### config.mk
export PLATFORM = sky130hd
export DESIGN_NAME = dma_host
export DESIGN_NICKNAME = d
export VERILOG_FILES = /design/src/rtl/dma_host.sv
export SDC_FILE = /design/constraint.sdc
export NUM_CORES = 1
export LEC_CHECK = 0
export ABC_AREA = 0
export CAP_MARGIN = 20
export CORE_MARGIN = 10
export CORE_UTILIZATION = 55
export DETAILED_ROUTE_END_ITERATION = 8
export PLACE_DENSITY = 0.94
export SETUP_SLACK_MARGIN = 0.15
export SYNTH_ARGS = -nofsm -noshare
export SYNTH_HDL_FRONTEND = slang
export SYNTH_SLANG_ARGS = --single-unit
### constraint.sdc
create_clock -name clk_i -period 5.8 [get_ports clk_i]
set_clock_uncertainty 0.1 [all_clocks]
set_input_delay 1.45 -clock clk_i [delete_from_list [all_inputs] [get_ports clk_i]]
set_output_delay 1.45 -clock clk_i [all_outputs]
set_load 0.03 [all_outputs]
### src/rtl/dma_host.sv
// dma_host: word-copy DMA engine with a register responder port and a bus host port.
// Define DMA_HOST_IRQ_EN to implement CTRL.IRQ_EN and drive dma_irq_o.
module dma_host #(
  parameter int unsigned DataWidth    = 32,
  parameter int unsigned AddressWidth = 32,
  parameter int unsigned LenWidth     = 16
) (
  input  logic                    clk_i,
  input  logic                    rst_i,
  input  logic                    dev_req_i,
  input  logic                    dev_we_i,
  input  logic [3:0]              dev_be_i,
  input  logic [AddressWidth-1:0] dev_addr_i,
  input  logic [DataWidth-1:0]    dev_wdata_i,
  output logic                    dev_rvalid_o,
  output logic [DataWidth-1:0]    dev_rdata_o,
  output logic                    dev_err_o,
  output logic                    host_req_o,
  input  logic                    host_gnt_i,
  output logic [AddressWidth-1:0] host_addr_o,
  output logic                    host_we_o,
  output logic [3:0]              host_be_o,
  output logic [DataWidth-1:0]    host_wdata_o,
  input  logic                    host_rvalid_i,
  input  logic [DataWidth-1:0]    host_rdata_i,
  input  logic                    host_err_i,
  output logic                    dma_irq_o
);

  localparam int unsigned IdxWidth = 3;
  localparam logic [IdxWidth-1:0] RegSrc    = 3'd0;
  localparam logic [IdxWidth-1:0] RegDst    = 3'd1;
  localparam logic [IdxWidth-1:0] RegLen    = 3'd2;
  localparam logic [IdxWidth-1:0] RegCtrl   = 3'd3;
  localparam logic [IdxWidth-1:0] RegStatus = 3'd4;

  typedef enum logic [2:0] {
    S_IDLE    = 3'd0,
    S_RD_REQ  = 3'd1,
    S_RD_WAIT = 3'd2,
    S_WR_REQ  = 3'd3,
    S_WR_WAIT = 3'd4
  } state_e;

  state_e                  state_q, state_d;
  logic [AddressWidth-1:0] src_q, src_d, dst_q, dst_d;
  logic [AddressWidth-1:0] cur_src_q, cur_src_d, cur_dst_q, cur_dst_d;
  logic [LenWidth-1:0]     len_q, len_d, rem_q, rem_d;
  logic [DataWidth-1:0]    data_q, data_d;
  logic                    done_q, done_d, err_q, err_d;
  logic                    host_req_q, host_req_d, host_we_q, host_we_d;
  logic [AddressWidth-1:0] host_addr_q, host_addr_d;
  logic [DataWidth-1:0]    host_wdata_q, host_wdata_d;
  logic                    dev_rvalid_q, dev_rvalid_d, dev_err_q, dev_err_d;
  logic [DataWidth-1:0]    dev_rdata_q, dev_rdata_d;
`ifdef DMA_HOST_IRQ_EN
  logic                    irq_en_q, irq_en_d, irq_q, irq_d;
`endif

  logic                busy_c;
  logic                reg_wr_c;
  logic                start_c;
  logic [IdxWidth-1:0] reg_idx_c;
  logic                unused_ok;

  assign busy_c    = (state_q != S_IDLE);
  assign reg_idx_c = dev_addr_i[4:2];
  assign reg_wr_c  = dev_req_i && dev_we_i;
  assign start_c   = reg_wr_c && (reg_idx_c == RegCtrl) && dev_wdata_i[0] && !busy_c;
  // Byte enables and address bits outside the register index carry no meaning here.
  assign unused_ok = ^{dev_be_i, dev_addr_i[AddressWidth-1:5], dev_addr_i[1:0]};

  // Register file, copy sequencer and next values of all registered outputs.
  always_comb begin
    state_d      = state_q;
    src_d        = src_q;
    dst_d        = dst_q;
    len_d        = len_q;
    cur_src_d    = cur_src_q;
    cur_dst_d    = cur_dst_q;
    rem_d        = rem_q;
    data_d       = data_q;
    done_d       = done_q;
    err_d        = err_q;
    host_req_d   = 1'b0;
    host_we_d    = 1'b0;
    host_addr_d  = host_addr_q;
    host_wdata_d = host_wdata_q;
    dev_rvalid_d = dev_req_i;
    dev_err_d    = dev_req_i && (reg_idx_c > RegStatus);
    dev_rdata_d  = '0;
`ifdef DMA_HOST_IRQ_EN
    irq_en_d     = irq_en_q;
    irq_d        = 1'b0;
`endif

    if (dev_req_i && !dev_we_i) begin
      case (reg_idx_c)
        RegSrc:    dev_rdata_d = DataWidth'(src_q);
        RegDst:    dev_rdata_d = DataWidth'(dst_q);
        RegLen:    dev_rdata_d = DataWidth'(len_q);
`ifdef DMA_HOST_IRQ_EN
        RegCtrl:   dev_rdata_d = DataWidth'({irq_en_q, 1'b0});
`endif
        RegStatus: dev_rdata_d = DataWidth'({err_q, done_q, busy_c});
        default:   dev_rdata_d = '0;
      endcase
    end

    if (reg_wr_c && !busy_c) begin
      case (reg_idx_c)
        RegSrc:  src_d = dev_wdata_i[AddressWidth-1:0];
        RegDst:  dst_d = dev_wdata_i[AddressWidth-1:0];
        RegLen:  len_d = dev_wdata_i[LenWidth-1:0];
        default: ;
      endcase
    end
`ifdef DMA_HOST_IRQ_EN
    if (reg_wr_c && (reg_idx_c == RegCtrl)) irq_en_d = dev_wdata_i[1];
`endif
    if (reg_wr_c && (reg_idx_c == RegStatus)) begin
      if (dev_wdata_i[1]) done_d = 1'b0;
      if (dev_wdata_i[2]) err_d  = 1'b0;
    end

    // Hardware status sets come after the w1c clears so a same-cycle set wins.
    case (state_q)
      S_IDLE: begin
        if (start_c) begin
          if (len_q != '0) begin
            cur_src_d = src_q;
            cur_dst_d = dst_q;
            rem_d     = len_q;
            state_d   = S_RD_REQ;
          end else begin
            done_d = 1'b1;
          end
        end
      end
      S_RD_REQ: if (host_gnt_i) state_d = S_RD_WAIT;
      S_RD_WAIT: begin
        if (host_rvalid_i) begin
          data_d = host_rdata_i;
          if (host_err_i) begin
            err_d   = 1'b1;
            state_d = S_IDLE;
          end else begin
            state_d = S_WR_REQ;
          end
        end
      end
      S_WR_REQ: if (host_gnt_i) state_d = S_WR_WAIT;
      S_WR_WAIT: begin
        if (host_rvalid_i) begin
          if (host_err_i) begin
            err_d   = 1'b1;
            state_d = S_IDLE;
          end else begin
            cur_src_d = cur_src_q + AddressWidth'(4);
            cur_dst_d = cur_dst_q + AddressWidth'(4);
            rem_d     = rem_q - LenWidth'(1);
            if (rem_d == '0) begin
              done_d  = 1'b1;
              state_d = S_IDLE;
            end else begin
              state_d = S_RD_REQ;
            end
          end
        end
      end
      default: state_d = S_IDLE;
    endcase

    host_req_d = (state_d == S_RD_REQ) || (state_d == S_WR_REQ);
    host_we_d  = (state_d == S_WR_REQ);
    if (state_d == S_RD_REQ) begin
      host_addr_d = {cur_src_d[AddressWidth-1:2], 2'b00};
    end else if (state_d == S_WR_REQ) begin
      host_addr_d = {cur_dst_d[AddressWidth-1:2], 2'b00};
    end
    host_wdata_d = data_d;
`ifdef DMA_HOST_IRQ_EN
    irq_d = irq_en_d && (done_d || err_d);
`endif
  end

  always_ff @(posedge clk_i) begin
    if (rst_i) begin
      state_q      <= S_IDLE;
      src_q        <= '0;
      dst_q        <= '0;
      len_q        <= '0;
      cur_src_q    <= '0;
      cur_dst_q    <= '0;
      rem_q        <= '0;
      data_q       <= '0;
      done_q       <= 1'b0;
      err_q        <= 1'b0;
      host_req_q   <= 1'b0;
      host_we_q    <= 1'b0;
      host_addr_q  <= '0;
      host_wdata_q <= '0;
      dev_rvalid_q <= 1'b0;
      dev_err_q    <= 1'b0;
      dev_rdata_q  <= '0;
`ifdef DMA_HOST_IRQ_EN
      irq_en_q     <= 1'b0;
      irq_q        <= 1'b0;
`endif
    end else begin
      state_q      <= state_d;
      src_q        <= src_d;
      dst_q        <= dst_d;
      len_q        <= len_d;
      cur_src_q    <= cur_src_d;
      cur_dst_q    <= cur_dst_d;
      rem_q        <= rem_d;
      data_q       <= data_d;
      done_q       <= done_d;
      err_q        <= err_d;
      host_req_q   <= host_req_d;
      host_we_q    <= host_we_d;
      host_addr_q  <= host_addr_d;
      host_wdata_q <= host_wdata_d;
      dev_rvalid_q <= dev_rvalid_d;
      dev_err_q    <= dev_err_d;
      dev_rdata_q  <= dev_rdata_d;
`ifdef DMA_HOST_IRQ_EN
      irq_en_q     <= irq_en_d;
      irq_q        <= irq_d;
`endif
    end
  end

  assign dev_rvalid_o = dev_rvalid_q;
  assign dev_rdata_o  = dev_rdata_q;
  assign dev_err_o    = dev_err_q;
  assign host_req_o   = host_req_q;
  assign host_we_o    = host_we_q;
  assign host_addr_o  = host_addr_q;
  assign host_wdata_o = host_wdata_q;
  assign host_be_o    = 4'hF;
`ifdef DMA_HOST_IRQ_EN
  assign dma_irq_o    = irq_q;
`else
  assign dma_irq_o    = 1'b0;
`endif

endmodule

# Word-level counts from Yosys, hierarchy flattened

Index checks and enable logic that the tools add are counted.

Reductions and logical operators: 25
Bitwise gates (word level): 1
Divide/modulo/power cells: 0
$add $sub $neg: 3
Multiply operators: 0
Mux-type cells: 41
Shift-type cells: 0
Order comparisons: 1
Equal/unequal tests: 14

Operators with widths:

| operator              | number |
|---|---|
| $mux 32               | 10 |
| $pmux 32 s2           | 2 |
| $pmux 32 s4           | 1 |
| $add 32x3->32 const B | 2 |
| $mux 16               | 4 |
| $pmux 16 s2           | 1 |
| $mux 3                | 6 |
| $logic_not 16->1      | 1 |
| $reduce_bool 16->1    | 1 |
| $sub 16x1->16 const B | 1 |
| $eq 3x2->1 const B    | 5 |
| $pmux 3 s5            | 1 |
| $mux 1                | 14 |
| $eq 3x1->1 const B    | 3 |
| $logic_and 1x1->1     | 8 |
| $ne 2x2->1 const B    | 4 |
| $reduce_and 2->1      | 4 |
| $eq 3x3->1 const B    | 2 |
| $logic_not 3->1       | 2 |
| $reduce_and 5->1      | 1 |
| $reduce_bool 2->1     | 2 |
| $reduce_or 2->1       | 2 |
| $gt 3x3->1 const B    | 1 |
| $reduce_bool 3->1     | 1 |
| 5 further kinds       | 6 |

Logic and storage cells: 103
Memory bits (read-only): 0
Memories: 0
RAM bits: 0
Bits in latches: 0
Register bits: 263
Bits of input ports: 107

# Logic depth before layout (Yosys ltp)

Depth after elaboration: 9
Depth in mapped cells: 11
Mapped depth without buffers: 8

# Worst setup path after synthesis

OpenSTA, ideal clock, no wires.

Kind: input-to-reg
Start: input port host_rvalid_i
End: register host_addr_q[23], in the netlist host_addr_o[23]
Setup slack: 2.247 ns
Stages: 8
Path buffers: 2
Data arrival time: 3.316 ns
Path through: clkbuf_1 nand2b_1 or4_1 clkbuf_1 nor3_1 mux2_2 o221ai_1 o221ai_1

Cells in the longest elaborated chain, start to end: 4

Ends and longest elaborated chain:

| item                                         | line | RTL |
|---|---|---|
| start: declaration                           | 24   | `input logic host_rvalid_i,` |
| $mux 3 (tied with other cells)               | 154  | `if (host_rvalid_i) begin` |
| $pmux 3 s5 or $pmux 32 s2 (tied branches)    | 127  | `case (state_q)` |
| $eq 3x1->1 (tied with other cells)           | 176  | `if (state_d == S_RD_REQ) begin` |
| $mux 32 or $reduce_bool 2->1 (tied branches) | -    |  |
| end signal: assignment                       | 223  | `host_addr_q <= host_addr_d;` |
| end: declaration                             | 52   | `logic [AddressWidth-1:0] host_addr_q, host_addr_d;` |

Several ways; a longest one is shown, not always the timed one. The select of a mux whose other input is x is not followed.
A chain may end at the register's enable or synchronous reset.

# Worst setup path after layout

Ends and elaborated chain as after synthesis.

==> flow_summary.ini <==
[grt]
antenna_found_initial = 0
grt_pass1_vias = 12300
grt.busiest_layer = met2
gr-total-overflow = 0
use_met1_pct = 35.8
grt_max_degree = 83
grt_pass1_wl_um = 67200
grt_usage_pct = 28.8
grt_use_met3_pct = 11.6
use_met2_pct = 43.8

[clock_tree]
postCtsSetupBuffers = 0
clock_latency_ns = 0.56
cts_sinks = 259
post_cts_resized = 0
cts_buffers = 27
cts_root_buffer = clkbuf_16
htreeDepth = 1
hold_buffers = 0
cts.clk_slew.worst_paths_ns = 0.06
cts_buffer_depth = 3
cts_tree = built

[placed_design]
dp.cells = 1942
hpwl_um = 30500
routabilityCongestion = 0.985
numPortBuffers = 171

[min_path]
holdCritPathClass = reg -> reg

[synth]
syn_inst = 1586
synth_area_leaders = dfxtp_1, nand2_1, a21oi_1
synth_cell_types = 83
ys_top_cells_by_count = nand2_1, dfxtp_1, a21oi_1
synthArstFlopShare_pct = 0
yosysSeqAreaShare_pct = 41.8
avgSynthCellArea_um2 = 7.81
synth_edf_count = 0
synth_area_um2 = 12400
synth_flop_cell = dfxtp_1
ys_ff_latch = 259
yosysTopAreaCell = dfxtp_1
synth-warning-count = 0
synth_most_common_cell = nand2_1
yosysTopAreaCellShare_pct = 41.8

[drt]
drcViolationCount = 0
drtIter0Drc = 2104
final_antenna_net_count = 0
num_vias = 13100
wl_um = 43800
viasPerCell = 6.55
wl_per_cell_um = 21.9
dr.pass1.iters = 8

[layout]
area_growth_pct = 22.9
multiInputGateArea_um2 = 6510
drive_gt1_share_pct = 6.53
nets = 1805
regArea_um2 = 5180
fillers = 1651
fin_cells = 1995
diodes = 0
utilization_pct = 69.1

[timing]
hold_viol_final = 0
fin_setup_tns_ns = 0
tightest_slew_ns = 1.09
drv_slew = 0
rsz0062_at_grt = false
setup_viol = 0
fmax_mhz = 236
post-route-period-util_pct = 73.0
fin_crit_ns = 4.23
slew_headroom_pct = 27.4

[pwr]
p_leak_uw = 0.00514
p_per_area_nw_per_um2 = 252
vdd.ir_drop.worst_mv = 0.226

[run]
max_cap_violations = 0

[critical_path]
slowest_stage = or4_1
worstSetupPathType = in -> reg
cp_slowest_stage_delay_ns = 0.80
timing.critical_path.mode_cell = o221ai_1
start_kind = input port
critical_path_buf_inv_count = 1
required_ns = 6.12
ff2ff_setup_slack_ns = 2.11
worst-path-max-fanout = 13
end_kind = register
cp.arrival_ns = 4.55
crit_family = simple AND/OR/NAND/NOR gates
crit_chain = clkdlybuf4s50_1 -> nand2b_1 -> or4_1 -> nor3_1 -> mux2_2 -> o221ai_1 -> o221ai_1

[die]
io_pins = 212
die_area_um2 = 28900
die_h_um = 170
row_count = 54
core_um2 = 22000
die_x_um = 170
initial_core_util_pct = 56.3

[status]
status = finished clean
==> layout by cell type (no fill, tap or decap), types with 7 or more instances in the layout <==
master	Yosys	layout
o21ai_0	49	49
nor2_1	115	113
and2_1	9	9
clkbuf_16	0	27
o2111ai_1	7	7
nor4_1	28	28
conb_1	2	7
inv_1	52	52
or4_1	9	9
dfxtp_1	259	259
nand3b_1	7	7
nand3_1	36	36
nor3_1	33	32
and4_1	10	10
clkdlybuf4s50_1	0	170
mux2i_1	34	34
a22oi_1	27	27
and3_1	17	17
o31ai_1	11	11
buf_4	7	31
a221oi_1	12	12
clkbuf_1	116	8
o211ai_1	10	10
a31oi_1	11	11
o21a_1	7	7
nand2_1	319	319
a22o_1	7	7
o221ai_1	24	24
a211oi_1	16	16
nand4_1	25	25
a21oi_1	177	177
or3_1	13	13
a21o_1	7	7
nor2b_1	8	8
==> worst register-to-register path, cell delays in order (launching register included) <==
cell and delay [ns]:
dfxtp_1 0.34, buf_4 0.44, nor3b_2 0.91, buf_4 0.43
nand2_1 0.40, nor3_1 0.42, or3_1 0.18, o211ai_1 0.09
a311oi_1 0.30
==> logic make-up (layout without fill, tap and decap cells) <==
family | Yosys count | in the layout | share of synthesized area [%]
simple gates | 653 | 653 | 24.2
buf+inv | 184 | 308 | 5.92
fa+ha+maj | 5 | 5 | 0.485
compound gates | 442 | 442 | 24.1
xor+xnor | 2 | 2 | 0.141
mux | 39 | 39 | 3.20
other cells | 2 | 7 | 0.0606
flops | 259 | 259 | 41.8
==> worst paths after layout <==
check / from / end / cells past startpoint
hold / removal: host_wdata_o[30] / host_wdata_o[30] / 2
setup reg to reg: state_q[2] / host_addr_o[10] / 8
hold reg to reg: host_wdata_o[30] / host_wdata_o[30] / 2
setup / recovery: host_rvalid_i / host_addr_o[23] / 7
==> flip-flops by register name, indices dropped and copies added (netlist names) <==
register	count
cur_src_q	30
src_q	32
len_q	16
dev_err_o	1
cur_dst_q	30
host_wdata_o	32
done_q	1
dev_rvalid_o	1
host_addr_o	30
dev_rdata_o	32
dst_q	32
state_q	3
rem_q	16
host_req_o	1
host_we_o	1
err_q	1
==> final cells by class <==
| cell class | count | area share, % |
|---|---|---|
| clock inverter | 11 | 1.14 |
| timing repair buffer | 206 | 13.5 |
| clock buffer | 39 | 4.99 |
| inverter | 52 | 1.28 |
| multi-input combinational | 1148 | 42.8 |
| tap | 280 | 2.30 |
| sequential | 259 | 34.0 |
==> metal layers <==
layer,share of wire (%),up-vias
met1,37,6063
met3,15,152
met5,0,-
met4,4.2,0
met2,43,968
li1,-,5889
==> report_power, final <==
group	switching [µW]	leakage (µW)	internal (µW)
Clock	744	0.000461	1090
Combinational	121	0.00259	78.2
Sequential	13.2	0.00209	1790
==> metrics by stage <==
step,area [µm²],total power (µW),setup WS [ns],hold slack [ns]
floorplan,12400,1940,2.25,0.336
global placement,14200,2030,1.16,0.341
detailed placement,14200,2030,1.17,0.347
CTS,15200,3830,1.70,0.355
global route,15200,3920,1.51,0.379
finish,15200,3840,1.57,0.355
No activity file was read; power rests on OpenSTA's default activity.
